<file path="config.mk">
export PLATFORM = sky130hd
export DESIGN_NAME = keypad_timer_ctrl
export DESIGN_NICKNAME = d
export VERILOG_FILES = /design/src/rtl/keypad_timer_ctrl.sv
export SDC_FILE = /design/constraint.sdc
export NUM_CORES = 1
export LEC_CHECK = 0
export ABC_AREA = 1
export CORE_UTILIZATION = 55
export CTS_CLUSTER_DIAMETER = 200
export DETAILED_ROUTE_END_ITERATION = 6
export DONT_BUFFER_PORTS = 1
export GPL_TIMING_DRIVEN = 0
export PLACE_DENSITY_LB_ADDON = 0.3
export RECOVER_POWER = 50
export SYNTH_ARGS = -nofsm -noshare
export SYNTH_HDL_FRONTEND = slang
export SYNTH_SLANG_ARGS = --single-unit
</file>
<file path="constraint.sdc">
create_clock -name clk -period 1.78 [get_ports clk]
set_input_delay 0.178 -clock clk [delete_from_list [all_inputs] [get_ports clk]]
set_output_delay 0.178 -clock clk [all_outputs]
set_load 0.02 [all_outputs]
</file>
<file path="src/rtl/keypad_timer_ctrl.sv">
// keypad_timer_ctrl
// Front-end controller for a microwave-style countdown timer. It debounces
// keypad edges into single presses, feeds entered digits to the downstream
// countdown load chain, and sequences the IDLE / ENTRY / COOKING / PAUSED
// modes that gate the countdown enable and the magnetron drive.
module keypad_timer_ctrl #(
    parameter int MAX_DIGITS = 3
) (
    input  logic       clk,
    input  logic       clrn,
    input  logic [9:0] keypad,
    input  logic       start,
    input  logic       stop,
    input  logic       clear,
    input  logic       door_closed,
    input  logic       zero,
    input  logic       tick,
    output logic [3:0] data,
    output logic       loadn,
    output logic       cnt_clrn,
    output logic       enable,
    output logic       mag_on,
    output logic       done,
    output logic [1:0] state
);

    // Digit counter must be able to hold MAX_DIGITS itself.
    localparam int CW = (MAX_DIGITS < 1) ? 1 : $clog2(MAX_DIGITS + 1);

    typedef enum logic [1:0] {
        ST_IDLE  = 2'b00,
        ST_ENTRY = 2'b01,
        ST_COOK  = 2'b10,
        ST_PAUSE = 2'b11
    } state_t;

    // ------------------------------------------------------------------
    // Registers
    // ------------------------------------------------------------------
    state_t          r_state;
    logic [9:0]      r_kp_p0;       // keypad as seen last cycle, for edge detect
    logic [CW-1:0]   r_cnt;         // digits accepted in the current entry
    logic [3:0]      r_code_p0;     // code of the press accepted last edge
    logic            r_load_p0;     // a press was accepted last edge
    logic [3:0]      r_data_p1;
    logic            r_loadn_p1;
    logic            r_cnt_clrn;
    logic            r_mag_on;
    logic            r_done;

    // ------------------------------------------------------------------
    // Combinational helpers
    // ------------------------------------------------------------------
    state_t          w_next;
    logic            w_press;
    logic [3:0]      w_code;
    logic            w_room;
    logic            w_key_state;
    logic            w_accept;
    logic            w_start_ok;
    logic            w_pause;
    logic            w_clr_req;
    logic            w_done_nxt;
    logic            w_cnt_clrn_nxt;
    logic            w_mag_nxt;

    // A press is the first cycle a nonzero keypad follows an all-zero one.
    assign w_press = (|keypad) & ~(|r_kp_p0);

    // Priority encoder: lowest pressed digit wins on multi-key presses.
    always_comb begin
        w_code = 4'd0;
        for (int i = 9; i >= 0; i--) begin
            if (keypad[i]) begin
                w_code = 4'(i);
            end
        end
    end

    assign w_room      = (r_cnt < CW'(MAX_DIGITS));
    assign w_key_state = (r_state == ST_IDLE) || (r_state == ST_ENTRY);

    // Clear wins over a simultaneous key press.
    assign w_accept    = w_press & w_key_state & w_room & ~clear;

    // Start is honoured only when nothing vetoes it; stop beats start.
    assign w_start_ok  = start & ~stop & ~clear & door_closed & ~zero;

    // Any of these suspends an active cook.
    assign w_pause     = stop | clear | ~door_closed;

    // Clear resets the countdown everywhere except while cooking, where it
    // only pauses.
    assign w_clr_req   = clear & (r_state != ST_COOK);

    // ------------------------------------------------------------------
    // FSM
    // ------------------------------------------------------------------

    // State register.
    always_ff @(posedge clk or negedge clrn) begin
        if (!clrn) begin
            r_state <= ST_IDLE;
        end else begin
            r_state <= w_next;
        end
    end

    // Next-state decode.
    always_comb begin
        w_next = ST_IDLE;
        case (r_state)
            ST_IDLE: begin
                if (clear) begin
                    w_next = ST_IDLE;
                end else if (w_accept) begin
                    w_next = ST_ENTRY;
                end else begin
                    w_next = ST_IDLE;
                end
            end
            ST_ENTRY: begin
                if (clear) begin
                    w_next = ST_IDLE;
                end else if (w_start_ok) begin
                    w_next = ST_COOK;
                end else begin
                    w_next = ST_ENTRY;
                end
            end
            ST_COOK: begin
                if (w_pause) begin
                    w_next = ST_PAUSE;
                end else if (zero) begin
                    w_next = ST_IDLE;
                end else begin
                    w_next = ST_COOK;
                end
            end
            ST_PAUSE: begin
                if (clear) begin
                    w_next = ST_IDLE;
                end else if (w_start_ok) begin
                    w_next = ST_COOK;
                end else begin
                    w_next = ST_PAUSE;
                end
            end
            default: w_next = ST_IDLE;
        endcase
    end

    // Output decode: next values for registered outputs, plus live enable.
    always_comb begin
        w_done_nxt     = (r_state == ST_COOK) & ~w_pause & zero;
        w_cnt_clrn_nxt = ~w_clr_req;
        w_mag_nxt      = (w_next == ST_COOK);
        enable         = (r_state == ST_COOK) & tick & door_closed
                         & ~zero & ~stop & ~clear;
    end

    // ------------------------------------------------------------------
    // Keypad edge history and digit counter
    // ------------------------------------------------------------------

    // Track last keypad level and count digits; the count restarts whenever
    // the controller lands in IDLE.
    always_ff @(posedge clk or negedge clrn) begin
        if (!clrn) begin
            r_kp_p0 <= 10'd0;
            r_cnt   <= '0;
        end else begin
            r_kp_p0 <= keypad;
            if (w_next == ST_IDLE) begin
                r_cnt <= '0;
            end else if (w_accept && w_room) begin
                r_cnt <= r_cnt + CW'(1);
            end
        end
    end

    // ------------------------------------------------------------------
    // Stage p0: capture accepted press
    // ------------------------------------------------------------------

    // Hold the accepted code one cycle before it is presented downstream.
    always_ff @(posedge clk or negedge clrn) begin
        if (!clrn) begin
            r_code_p0 <= 4'd0;
            r_load_p0 <= 1'b0;
        end else begin
            r_load_p0 <= w_accept;
            if (w_accept) begin
                r_code_p0 <= w_code;
            end
        end
    end

    // ------------------------------------------------------------------
    // Stage p1: present digit and load strobe
    // ------------------------------------------------------------------

    // data changes only with a new load so the countdown sees a stable digit.
    always_ff @(posedge clk or negedge clrn) begin
        if (!clrn) begin
            r_data_p1  <= 4'd0;
            r_loadn_p1 <= 1'b1;
        end else begin
            r_loadn_p1 <= ~r_load_p0;
            if (r_load_p0) begin
                r_data_p1 <= r_code_p0;
            end
        end
    end

    // Register the control strobes so they are glitch-free at the countdown.
    always_ff @(posedge clk or negedge clrn) begin
        if (!clrn) begin
            r_cnt_clrn <= 1'b1;
            r_mag_on   <= 1'b0;
            r_done     <= 1'b0;
        end else begin
            r_cnt_clrn <= w_cnt_clrn_nxt;
            r_mag_on   <= w_mag_nxt;
            r_done     <= w_done_nxt;
        end
    end

    assign data     = r_data_p1;
    assign loadn    = r_loadn_p1;
    assign cnt_clrn = r_cnt_clrn;
    assign mag_on   = r_mag_on;
    assign done     = r_done;
    assign state    = r_state;

endmodule
</file>
==> metrics.txt <==
status=complete, no violations; most frequent cells in the layout=nand2_1 (44), inv_1 (24), dfrtp_1 (23), dlygate4sd3_1 (12), nor2_1 (11); Die Ht=49.4 um; RSZ-0062 raised after global routing=false; CTS tree=done; Seq/Total Area, Yosys=0.548; Worst Setup End Kind=primary output; final hold vios=0; H-tree depth reported by CTS=1; Clk pwr share=0.237; area of placed instances=1270 um^2; crit-path max cell delay=480 ps; critical path data required time=1600 ps; clk_skew=9.55 ps; HPWL after detailed placement=1.61 mm; synth warn=0; port bufs=0; Starting Density=0.606; vias per cell=4.86; clk slew on worst S/H paths=140 ps; Flop pwr share=0.622; synth unique cells=20; root buf cell=clkbuf_4; CP Max Fanout=5; Gate power share=0.141; period utilization=0.924; Non-Filler Instances=188; Max VDD drop=0.000562 V; Setup Viol. Count Final=0; leading cell type in the layout, fill and taps excluded=nand2_1; pwr/cell area=777 nW/um^2; Final TNS setup=0 ps; Vias=914; Synthesized Nets=163; Routed Antenna Nets=0; Final Util=0.708; Worst Tran Pin Value=1170 ps; number of global-route vias before repair=986; worst hold margin=11.8 ps; CTS Buf Count=3; Max stage delay cell, worst path=dfrtp_2; fin area=1450 um^2; Antenna diodes=0; die extent in x=49.4 um; routed len/inst=12.3 um; first-pass GRT wire length=4.06 mm; CTS Buffer Depth=2; pre-CTS setup slack=216 ps; residual DRC count=0; P_leak=0.765 nW; Max-Cap Viols=0; Routability Congestion=0.757; Psw=0.325 mW; Mapped Cells=144; Syn-to-layout area delta=16.8%; post-synthesis cell area=1240 um^2; Int Pwr=0.799 mW; number of synthesized register bits=27; Setup WS post-layout=135 ps; clk_lat worst skew=330 ps; Switching Fraction=0.289; IO Pins=29; initial antenna violation count=0; critical path cell sequence=inv_1 > nor2_2 > nand4_1 > nor3_4; Power, Total=1.12 mW; Worst Path Class, Setup=reg2out; DRT Wirelength=2.31 mm; Final Net Count=181; Hold Crit Class=in2reg; GRT Overall Usage=0.219; Die ar.=2440 um^2; Std-Cell Rows=16; layout cell share with drive strength beyond 1=0.199; CP Launch Type=flip-flop; Max-slew headroom=0.217; Final Critical Period=1650 ps; GRT Residual Overflow=0; pin count of the biggest net entering global routing=28; Arrival @ worst endpoint=1470 ps; # clock sinks=27; Final Max Slew Viols=0; Placeable Area=2040 um^2; drt pass-1 iters=4; syn avg cell area=8.59 um^2; Iter 0 DRT Violations=21; DP Cell Count=171; fmax=608 MHz
critical path: cells and delay by family, from the launching register on:
family                 cells  cell delay [ps]
and+or+nand+nor            3              580
DFF                        1              480
buffers and inverters      1               90
path summary, 6_finish.rpt:
kind,start,endpoint,slack [ps],cells past startpoint
max in group asynchronous,clrn,state[0],320,2
min in group asynchronous,clrn,r_kp_p0[5],680,2
worst min register to register,r_code_p0[1],data[1],490,2
worst max register to register,r_cnt[0],r_cnt[0],340,11
worst min-delay path,door_closed,done,10,2
worst max-delay path,state[1],enable,130,4
cell usage after synthesis:
| library cell | count | area [um^2] |
|---|---|---|
| a21oi_1 | 1 | 5.00 |
| a21oi_2 | 1 | 8.76 |
| dfrtp_1 | 25 | 626 |
| dfstp_2 | 2 | 52.6 |
| ha_1 | 1 | 12.5 |
| inv_1 | 24 | 90.1 |
| inv_2 | 4 | 15.0 |
| nand2_1 | 44 | 165 |
| nand2_2 | 1 | 6.26 |
| nand2_4 | 1 | 11.3 |
| nand3_1 | 5 | 25.0 |
| nand3_2 | 5 | 50.1 |
| nand4_1 | 2 | 12.5 |
| nor2_1 | 11 | 41.3 |
| nor2_2 | 8 | 50.1 |
| nor2_4 | 3 | 33.8 |
| nor3_1 | 1 | 5.00 |
| o21ai_0 | 1 | 5.00 |
| o21ai_1 | 3 | 15.0 |
| o31ai_1 | 1 | 7.51 |
cell families (layout without fill, tap and decap cells):
group	Yosys count	count (layout)	synth area share
adders and majority gates	1	1	0.0101
buffers and inverters	28	45	0.0849
and+or+nand+nor	81	81	0.324
DFF	27	27	0.548
AOI/OAI and AO/OA	7	7	0.0334
area by class of cell:
cell class | count | area [um^2]
Clock buffer | 3 | 22.5
Clock inverter | 1 | 5.00
Fill cell | 172 | 597
Inverter | 28 | 105
Multi-Input combinational cell | 89 | 465
Sequential cell | 27 | 681
Tap cell | 27 | 33.8
Timing Repair Buffer | 13 | 133
power groups by stage:
stage / combinational, mW / clock, mW / sequential, mW
after floorplan: 0.104 / 0 / 0.703
after global placement: 0.116 / 0 / 0.708
after detailed placement: 0.122 / 0 / 0.708
after CTS: 0.161 / 0.268 / 0.696
after global routing: 0.178 / 0.289 / 0.706
final: 0.158 / 0.267 / 0.699
timing repair:
action                                  in CTS  in global routing
hold buffers                                13                  0
endpoints found under the hold margin       38                  0
buffers inserted                             0                  0
endpoints found under the setup margin       1                  1
gates resized for setup                      1                  3
sequential cells by signal, summed over array words and instances, names as in the netlist:
signal and cells:
r_code_p0 4, loadn 1, r_kp_p0 10, data 4, r_load_p0 1, cnt_clrn 1, r_cnt 2, mag_on 1
state 2, done 1
layer usage:
| metal | vias to the layer above | GRT usage | part of all wire |
|---|---|---|---|
| li1 | 467 | - | - |
| met1 | 423 | 0.262 | 0.43 |
| met2 | 20 | 0.400 | 0.53 |
| met3 | 4 | 0.0249 | 0.027 |
| met4 | 0 | 0.0810 | 0.013 |
| met5 | - | 0 | 0 |
Note: power is estimated with default switching activity, not from simulation.
